`src/rtl/clk_div_pkg.sv`:
```
// Shared types and helpers for the multi-channel clock divider.
// Channel state, configuration record and default-divisor computation.
package clk_div_pkg;

    typedef enum logic [1:0] {
        IDLE = 2'd0,
        RUN  = 2'd1,
        HALT = 2'd2
    } ch_state_t;

    // Divisor is carried at full 32 bits; only the low DIV_W bits are ever set.
    typedef struct packed {
        logic [31:0] div;
        logic        oneshot;
    } ch_cfg_t;

    function automatic int calc_div(input int clk_hz, input int out_hz);
        return clk_hz / out_hz;
    endfunction

endpackage

```
`src/rtl/clk_div_channel.sv`:
```
// One divider channel: run/halt FSM, period counter, divisor shadow and
// registered tick / square / busy outputs.
module clk_div_channel
    import clk_div_pkg::*;
#(
    parameter int DIV_W       = 16,
    parameter int DEF_DIV     = 100,
    parameter bit DEF_ONESHOT = 1'b0
) (
    input  logic             clk_i,
    input  logic             rst_i,
    input  logic             en_i,
    input  logic             restart_i,
    input  logic             we_i,
    input  logic [DIV_W-1:0] div_i,
    input  logic             oneshot_i,
    output logic             tick_o,
    output logic             clk_o,
    output logic             busy_o
);

    ch_state_t        state_q, state_d;
    logic [DIV_W-1:0] cnt_q, cnt_d;
    ch_cfg_t          act_q, act_d;
    ch_cfg_t          sh_q, sh_d;
    ch_cfg_t          wr_cfg, def_cfg;
    logic             pend_q, pend_d;
    logic             tick_q, tick_d;
    logic             clk_q, clk_d;
    logic             busy_q;
    logic             wrap;
    logic             bnd;

    assign wr_cfg  = '{div: 32'(div_i), oneshot: oneshot_i};
    assign def_cfg = '{div: 32'(DEF_DIV), oneshot: DEF_ONESHOT};

    assign wrap = (state_q == RUN) && (32'(cnt_q) == act_q.div - 32'd1);

    always_comb begin
        state_d = state_q;
        cnt_d   = cnt_q;
        tick_d  = 1'b0;
        bnd     = 1'b0;
        unique case (state_q)
            IDLE: begin
                if (en_i) begin
                    state_d = RUN;
                    cnt_d   = '0;
                end
            end
            RUN: begin
                if (!en_i) begin
                    state_d = IDLE;
                    cnt_d   = '0;
                end else if (restart_i) begin
                    cnt_d = '0;
                    bnd   = 1'b1;
                end else if (wrap) begin
                    cnt_d  = '0;
                    tick_d = 1'b1;
                    bnd    = 1'b1;
                    if (act_q.oneshot) begin
                        state_d = HALT;
                    end
                end else begin
                    cnt_d = cnt_q + DIV_W'(1);
                end
            end
            HALT: begin
                cnt_d = '0;
                if (!en_i) begin
                    state_d = IDLE;
                end else if (restart_i) begin
                    state_d = RUN;
                    bnd     = 1'b1;
                end
            end
            default: begin
                state_d = IDLE;
                cnt_d   = '0;
            end
        endcase
    end

    // A write landing on a period boundary bypasses the shadow entirely.
    always_comb begin
        act_d  = act_q;
        sh_d   = we_i ? wr_cfg : sh_q;
        pend_d = pend_q | we_i;
        if (bnd && we_i) begin
            act_d  = wr_cfg;
            pend_d = 1'b0;
        end else if ((bnd || state_q != RUN) && pend_q) begin
            act_d  = sh_q;
            pend_d = we_i;
        end
        clk_d = (state_d == RUN) &&
                (32'(cnt_d) < ((act_d.div + 32'd1) >> 1));
    end

    always_ff @(posedge clk_i) begin
        if (rst_i) begin
            state_q <= IDLE;
            cnt_q   <= '0;
            act_q   <= def_cfg;
            sh_q    <= def_cfg;
            pend_q  <= 1'b0;
            tick_q  <= 1'b0;
            clk_q   <= 1'b0;
            busy_q  <= 1'b0;
        end else begin
            state_q <= state_d;
            cnt_q   <= cnt_d;
            act_q   <= act_d;
            sh_q    <= sh_d;
            pend_q  <= pend_d;
            tick_q  <= tick_d;
            clk_q   <= clk_d;
            busy_q  <= (state_d == RUN);
        end
    end

    assign tick_o = tick_q;
    assign clk_o  = clk_q;
    assign busy_o = busy_q;

endmodule

```
`src/rtl/multi_clock_divider.sv`:
```
// N-channel programmable tick / square-wave divider with glitch-free
// divisor updates and a common phase-aligning restart.
module multi_clock_divider
    import clk_div_pkg::*;
#(
    parameter int N_CH        = 4,
    parameter int DIV_W       = 16,
    parameter int CLK_FREQ_HZ = 100_000_000,
    parameter int DEF_FREQ_HZ = 1_000_000,
    parameter bit DEF_ONESHOT = 1'b0
) (
    input  logic                  clk,
    input  logic                  rst,
    input  logic [N_CH-1:0]       en,
    input  logic                  sync_restart,
    input  logic                  cfg_we,
    input  logic [$clog2(N_CH):0] cfg_ch,
    input  logic [DIV_W-1:0]      cfg_div,
    input  logic                  cfg_oneshot,
    output logic                  cfg_err,
    output logic [N_CH-1:0]       tick_out,
    output logic [N_CH-1:0]       clk_out,
    output logic [N_CH-1:0]       busy
);

    localparam int DEF_DIV = calc_div(CLK_FREQ_HZ, DEF_FREQ_HZ);

    logic            ch_ok;
    logic            cfg_ok;
    logic            cfg_err_q, cfg_err_d;
    logic [N_CH-1:0] ch_we;

    assign ch_ok     = 32'(cfg_ch) < 32'(N_CH);
    assign cfg_ok    = cfg_we && (cfg_div != '0) && ch_ok;
    assign cfg_err_d = cfg_we && !cfg_ok;

    always_ff @(posedge clk) begin
        if (rst) begin
            cfg_err_q <= 1'b0;
        end else begin
            cfg_err_q <= cfg_err_d;
        end
    end

    assign cfg_err = cfg_err_q;

    for (genvar g = 0; g < N_CH; g++) begin : g_ch
        assign ch_we[g] = cfg_ok && (32'(cfg_ch) == g);

        clk_div_channel #(
            .DIV_W       (DIV_W),
            .DEF_DIV     (DEF_DIV),
            .DEF_ONESHOT (DEF_ONESHOT)
        ) u_ch (
            .clk_i     (clk),
            .rst_i     (rst),
            .en_i      (en[g]),
            .restart_i (sync_restart),
            .we_i      (ch_we[g]),
            .div_i     (cfg_div),
            .oneshot_i (cfg_oneshot),
            .tick_o    (tick_out[g]),
            .clk_o     (clk_out[g]),
            .busy_o    (busy[g])
        );
    end

endmodule

```
`config.mk`:
```
export PLATFORM = sky130hd
export DESIGN_NAME = multi_clock_divider
export DESIGN_NICKNAME = d
export VERILOG_FILES = /design/src/rtl/clk_div_pkg.sv /design/src/rtl/clk_div_channel.sv /design/src/rtl/multi_clock_divider.sv
export SDC_FILE = /design/constraint.sdc
export NUM_CORES = 1
export LEC_CHECK = 0
export ABC_AREA = 0
export CAP_MARGIN = 20
export CORE_MARGIN = 2
export CORE_UTILIZATION = 45
export DETAILED_ROUTE_END_ITERATION = 16
export PLACE_DENSITY = 0.67
export RECOVER_POWER = 50
export SKIP_CTS_REPAIR_TIMING = 1
export SLEW_MARGIN = 5
export SYNTH_ARGS = -nofsm -noshare
export SYNTH_HDL_FRONTEND = slang
export SYNTH_HIERARCHICAL = 1
export SYNTH_SLANG_ARGS = --single-unit
```
`constraint.sdc`:
```
create_clock -name clk -period 9.1 [get_ports clk]
set_clock_uncertainty 0.15 [all_clocks]
set_input_delay 2.275 -clock clk [delete_from_list [all_inputs] [get_ports clk]]
set_output_delay 2.275 -clock clk [all_outputs]
set_load 0.02 [all_outputs]
```
# ---- After elaboration in Yosys (flattened, before gate mapping)
# Index checks and enable logic that the tools add are counted.
dict set report totals {
  out_inout_bits 13
  memories 0
  mem_bits_rw 0
  register_bits 289
  elab_cells 224
  romBits 0
  latch_bits 0
}
dict set report op_classes {
  addsub 12
  shifts 0
  n_lt_le_gt_ge 5
  mux 85
  mul 0
  n_div 0
  reduce_logical 46
  eq_ne 23
  n_bitwise 12
}
# cell n
set ops {}
lappend ops {{2-to-1 mux 33 bit} 8}
lappend ops {{2-to-1 mux 16 bit} 16}
lappend ops {{adder 32 x 1 -> 32 bit, second input constant} 4}
lappend ops {{== test 16 x 32 -> 1 bit} 4}
lappend ops {{case mux 16 bit (2 select lines)} 4}
lappend ops {{subtractor 32 x 1 -> 32 bit, second input constant} 4}
lappend ops {{less-than comparator 16 x 31 -> 1 bit} 4}
lappend ops {{adder 16 x 1 -> 16 bit, second input constant} 4}
lappend ops {{2-to-1 mux 2 bit} 28}
lappend ops {{case mux 2 bit (3 select lines)} 4}
lappend ops {{logical AND 1 bit} 23}
lappend ops {{2-to-1 mux 1 bit} 21}
lappend ops {{== test 2 x 1 -> 1 bit, second input constant} 8}
lappend ops {{nonzero test 16 bit} 1}
lappend ops {{OR reduction 4 bit} 4}
lappend ops {{== test 2 bit, second input constant} 4}
lappend ops {{zero test 2 bit} 4}
lappend ops {{!= test 2 x 1 -> 1 bit, second input constant} 4}
lappend ops {{NOT 1 bit} 8}
lappend ops {{case mux 1 bit (2 select lines)} 4}
lappend ops {{nonzero test 2 bit} 4}
lappend ops {{OR reduction 2 bit} 4}
lappend ops {{== test 3 x 2 -> 1 bit, second input constant} 2}
lappend ops {{logical OR 1 bit} 4}
lappend ops {{5 further kinds} 8}

# ---- Logic depth before layout (Yosys ltp)
dict set report logic_depth {
  ltp_word 14
  ltp_mapped 32
  mapped_depth_nobuf 30
}

# ---- Cells and area by module
# The synthesis kept the hierarchy.
# module seq_area_each_um2 area_per_inst_um2 n_inst cells_each
set by_module_without_submodules {}
lappend by_module_without_submodules {{clk_div_channel at g_ch[3].u_ch} 1441.4 5838.1 1 753}
lappend by_module_without_submodules {{clk_div_channel at g_ch[1].u_ch} 1441.4 5560.3 1 694}
lappend by_module_without_submodules {{clk_div_channel at g_ch[0].u_ch} 1441.4 5466.5 1 697}
lappend by_module_without_submodules {{clk_div_channel at g_ch[2].u_ch} 1441.4 5357.6 1 671}
lappend by_module_without_submodules {multi_clock_divider 20.0 117.6 1 13}

# ---- Least setup slack after synthesis
# Ideal clock, no wire load.
dict set report synth_path {
  path_kind {input -> register}
  from {input en[0]}
  to {register g_ch[0].u_ch.clk_q}
  cell_stages 29
  arrival_ns 7.104
  setup_slack_ns 1.717
  cell_sequence {clkbuf_1 > nand2_1 > a211oi_1 > o31a_1 > and2_1 > nand4_1 > nand2_1 > mux2_2 > inv_1 > ha_1 > inv_1 > a311oi_1 > nor4b_1 > clkbuf_1 > nand2b_1 > xor2_1 > ha_1 > a21o_1 > a21oi_1 > nor2b_1 > o21ai_0 > nand2b_1 > a21oi_1 > o21ai_0 > nor3b_1 > a21oi_1 > nand3_1 > a2111oi_0 > a21oi_1}
}
# element line_no
set synth_lines {}
lappend synth_lines {{from (decl)} multi_clock_divider.sv:14} ;# input logic [N_CH-1:0] en,
lappend synth_lines {{to (signal assigned)} clk_div_channel.sv:118} ;# clk_q <= clk_d;
lappend synth_lines {{to (decl)} clk_div_channel.sv:29} ;# logic clk_q, clk_d;

# ---- Worst setup path in the final report
dict set report layout_path {
  from {input cfg_div[2]}
  to {register g_ch[1].u_ch.clk_q}
}
dict set report layout_via {
  elab_chain_cells 9
}
# element line_no
set layout_rtl {}
lappend layout_rtl {{from (decl)} multi_clock_divider.sv:18} ;# input logic [DIV_W-1:0] cfg_div,
lappend layout_rtl {{nonzero test 16 bit} multi_clock_divider.sv:34} ;# assign cfg_ok = cfg_we && (cfg_div != '0) && ch_ok;
lappend layout_rtl {{logical AND 1 bit (2 in series)} multi_clock_divider.sv:34}
lappend layout_rtl {{logical AND 1 bit} multi_clock_divider.sv:48} ;# assign ch_we[g] = cfg_ok && (32'(cfg_ch) == g);
lappend layout_rtl {{net ch_we[1]} multi_clock_divider.sv:31} ;# logic [N_CH-1:0] ch_we;
lappend layout_rtl {{logical AND 1 bit} clk_div_channel.sv:90} ;# if (bnd && we_i) begin
lappend layout_rtl {{2-to-1 mux 33 bit} clk_div_channel.sv:90}
lappend layout_rtl {{adder 32 x 1 -> 32 bit} clk_div_channel.sv:98} ;# (32'(cnt_d) < ((act_d.div + 32'd1) >> 1));
lappend layout_rtl {{less-than comparator 16 x 31 -> 1 bit} clk_div_channel.sv:98}
lappend layout_rtl {{logical AND 1 bit} clk_div_channel.sv:97} ;# clk_d = (state_d == RUN) &&
lappend layout_rtl {{to (signal assigned)} clk_div_channel.sv:118}
lappend layout_rtl {{to (decl)} clk_div_channel.sv:29}
# The timed path passes the listed nets, and every way through them passes these cells.
# A chain may end at the register's enable or synchronous reset.

==> flow_summary_export.csv <==
group,metric,value,unit
run_status,status,"finished, final reports clean",
route,vias,21200,
route,avgViaCountPerCell,6.11,
worst_setup_path,crit_end,"g_ch[1].u_ch/clk_o",
worst_setup_path,r2r_setup_slack,1760,ps
sta,finalHoldViolations,0,
synthesis,post-synth-top-area-cell,"dfxtp_1",
final_layout,ff_latch_area,5790,um2
place,placed_cells,3404,
sta,finalMaxSlewViolations,0,
worst_setup_path,critPathRequiredTime,9460,ps
sta,max_slew.worst_pin.slew,1340,ps
route,final_antenna_net_count,0,
synthesis,synth-seq-cells,289,
floorplan,rows,81,
power_and_ir_drop,finalPower,3.16,mW
synthesis,syn_inst,2828,
final_layout,fin_util,49.8,%
grt,grt_overflow,0,
worst_setup_path,worstSetupEndpointType,"flop",
synthesis,synth_cell_types,129,
grt,first_global_vias,19800,
worst_setup_path,reg2reg_to,"g_ch[2].u_ch/clk_o",
final_layout,antenna_cells,0,
worst_setup_path,critPathLaunchType,"input pin",
synthesis,syn_nets,2944,
floorplan,dieArea,51400,um2
floorplan,start_util,45.6,%
clocking,clk_latency,560,ps
power_and_ir_drop,peakVddDrop,0.122,mV
worst_setup_path,reg2regPathDepth,27,
route,post-route-drc-count,0,
sta,tns,0,ps
worst_setup_path,cp_max_fo,26,
synthesis,yosysTopAreaCellShare,25.9,%
synthesis,yosysWarnings,6,
synthesis,synth_edf_count,0,
place,gp_congestion,0.958,
place,port_buffers,40,
sta,finalCritPeriodShare,91.6,%
grt,grt_first_pass_wirelength,112000,um
final_layout,multi_input_area,15400,um2
sta,hold_slack,339,ps
clocking,cts_tree,"built",
place,placed_cell_area,23100,um2
sta,setup_violations,0,
power_and_ir_drop,power_leakage,9.04,nW
clocking,cts_buffers,36,
floorplan,core,49000,um2
floorplan,die_h,227,um
worst_hold_path,holdCritPathClass,"reg2reg",
sta,timing.fmax,120,MHz
final_layout,n_fill_cell,4781,
worst_setup_path,worstReg2RegStart,"g_ch[2].u_ch/act_q[1]",
place,hpwl,52800,um
grt,grt_use_total,27.3,%
route,drtIter0Drc,1719,
synthesis,synth_area,22300,um2
final_layout,drive_gt1_share,8.20,%
grt,grt_max_degree,115,
route,drt_first_pass_iters,6,
final_layout,syn_to_final_growth,9.01,%
clocking,clkTransAtPathRegs,60,ps
flow_run,cap_violations,0,
worst_setup_path,critPathLaunch,"cfg_div[2]",
clocking,clock_path_buffers,3,
power_and_ir_drop,p_per_area,130,nW/um2
grt,antenna_found_initial,0,
final_layout,final_cells,3469,
floorplan,io_pins,41,
place,pre_cts_slack,418,ps
sta,rsz0062_at_grt,"no",
clocking,h-tree-depth,2,
route,wl,71100,um
clocking,clockRootBuffer,"clkbuf_16",
synthesis,synth_flop_cell,"dfxtp_1",
final_layout,nNetsFinal,2894,
synthesis,synth_area_leaders,"dfxtp_1 26%, mux2i_1 6.9%, ha_1 4.9%",
sta,slew_headroom,10.7,%
synthesis,ys_seq_area_share,25.9,%
synthesis,avgSynthCellArea,7.90,um2
clocking,cts.sinks,289,
synthesis,async_flop_share,0,%
floorplan,die_w,227,um
worst_setup_path,crit_type,"in2reg",
route,post_drt_wl_per_cell,20.5,um
worst_setup_path,arrival,8690,ps
final_layout,fin_area,24400,um2
sta,postLayoutSetupSlackWorst,769,ps
sta,period_needed,8330,ps
## cells in the mapped netlist, drive strengths merged, types with 74 or more instances
master  count
nor2      287
nor3       90
o21ai     195
dfxtp     289
nor4       74
mux2i     154
nor2b     107
xnor2      96
nand3     133
nand2     206
a21oi     104
clkbuf    114
and2       86
ha         88
## where the power goes
group	internal [mW]	leakage [nW]	switching, mW	total (mW)
clock	1.01	0.651	0.605	1.62
sequential	1.28	2.34	0.0190	1.30
combinational	0.0795	6.05	0.161	0.241
## critical path: stages
cell and delay (ps):
dlygate4sd3_1 800, nor4_1 240, a41o_1 310, nor3b_1 750
clkbuf_1 1040, nor2_1 120, a21oi_1 250, nor2_1 80
o21ai_0 150, o31ai_4 150, and2_1 260, and2_1 170
xnor2_1 170, ha_1 270, a21o_1 160, a21oi_1 170
nor2b_1 60, o21ai_0 140, nand2b_1 70, a21oi_1 150
nor2b_1 60, o21ai_0 140, nand2b_1 70, a221o_1 350
o311ai_1 90, o31a_1 180
## per-layer routing
metal | GRT usage, % | wire (um) | part of all wire (%)
met1 | 37.7 | 32500 | 46
met2 | 44.0 | 32100 | 45
met3 | 3.99 | 4530 | 6.4
met4 | 8.11 | 1900 | 2.7
met5 | 0 | 0 | 0
## placed cells by master (no fill, tap or decap), types with 35 or more instances in the layout
cell type and instances:
nor2b_1 107, mux2i_1 153, nor3_1 87, a21oi_1 101, nor4_1 54, and3_1 72
and2_1 76, dfxtp_1 289, inv_1 65, o21ai_0 189, ha_1 88, xor2_1 71
xnor2_1 96, buf_4 35, clkbuf_16 38, nand2_1 204, nand3_1 127, nand2b_1 41
nand4_1 61, nor2_1 285
## state kept, by name, summed over array words and instances (netlist names)
register / cells
cfg_err: 1
g_ch.u_ch/act_q: 132
g_ch.u_ch/busy_o: 4
g_ch.u_ch/clk_o: 4
g_ch.u_ch/cnt_q: 64
g_ch.u_ch/pend_q: 4
g_ch.u_ch/sh_q: 68
g_ch.u_ch/state_q: 8
g_ch.u_ch/tick_o: 4
## worst min path at each step
stage | from | to | slack (ps) | cells past startpoint
2_1_floorplan | g_ch[2].u_ch/sh_q[3] | g_ch[2].u_ch/sh_q[3] | 290 | 2
3_3_place_gp | g_ch[2].u_ch/sh_q[3] | g_ch[2].u_ch/sh_q[3] | 320 | 2
3_5_place_dp | g_ch[2].u_ch/sh_q[3] | g_ch[2].u_ch/sh_q[3] | 320 | 2
4_1_cts | g_ch[2].u_ch/sh_q[3] | g_ch[2].u_ch/sh_q[3] | 340 | 2
5_1_grt | g_ch[2].u_ch/sh_q[15] | g_ch[2].u_ch/sh_q[15] | 360 | 2
6_report | g_ch[2].u_ch/sh_q[3] | g_ch[2].u_ch/sh_q[3] | 340 | 2
## final cells by class
type | count | share of cell area, %
repair buffers | 85 | 2.95
well taps | 664 | 3.41
inverters | 65 | 1.00
clock buffers | 49 | 4.32
multi-input cells | 2301 | 63.4
clock inverters | 16 | 1.12
flip-flops and latches | 289 | 23.8
## logic make-up (layout without fill, tap and decap cells)
| group | count (synthesis) | in the layout | synth area share (%) |
|---|---|---|---|
| AO/OA/AOI/OAI | 551 | 551 | 16.8 |
| AND/OR/NAND/NOR | 1331 | 1331 | 33.5 |
| flip-flops | 289 | 289 | 25.9 |
| multiplexers | 164 | 164 | 7.48 |
| XOR/XNOR | 167 | 167 | 6.55 |
| buffers and inverters | 238 | 215 | 4.86 |
| adder cells (fa/ha/maj) | 88 | 88 | 4.93 |
Note: power is estimated with default switching activity, not from simulation.
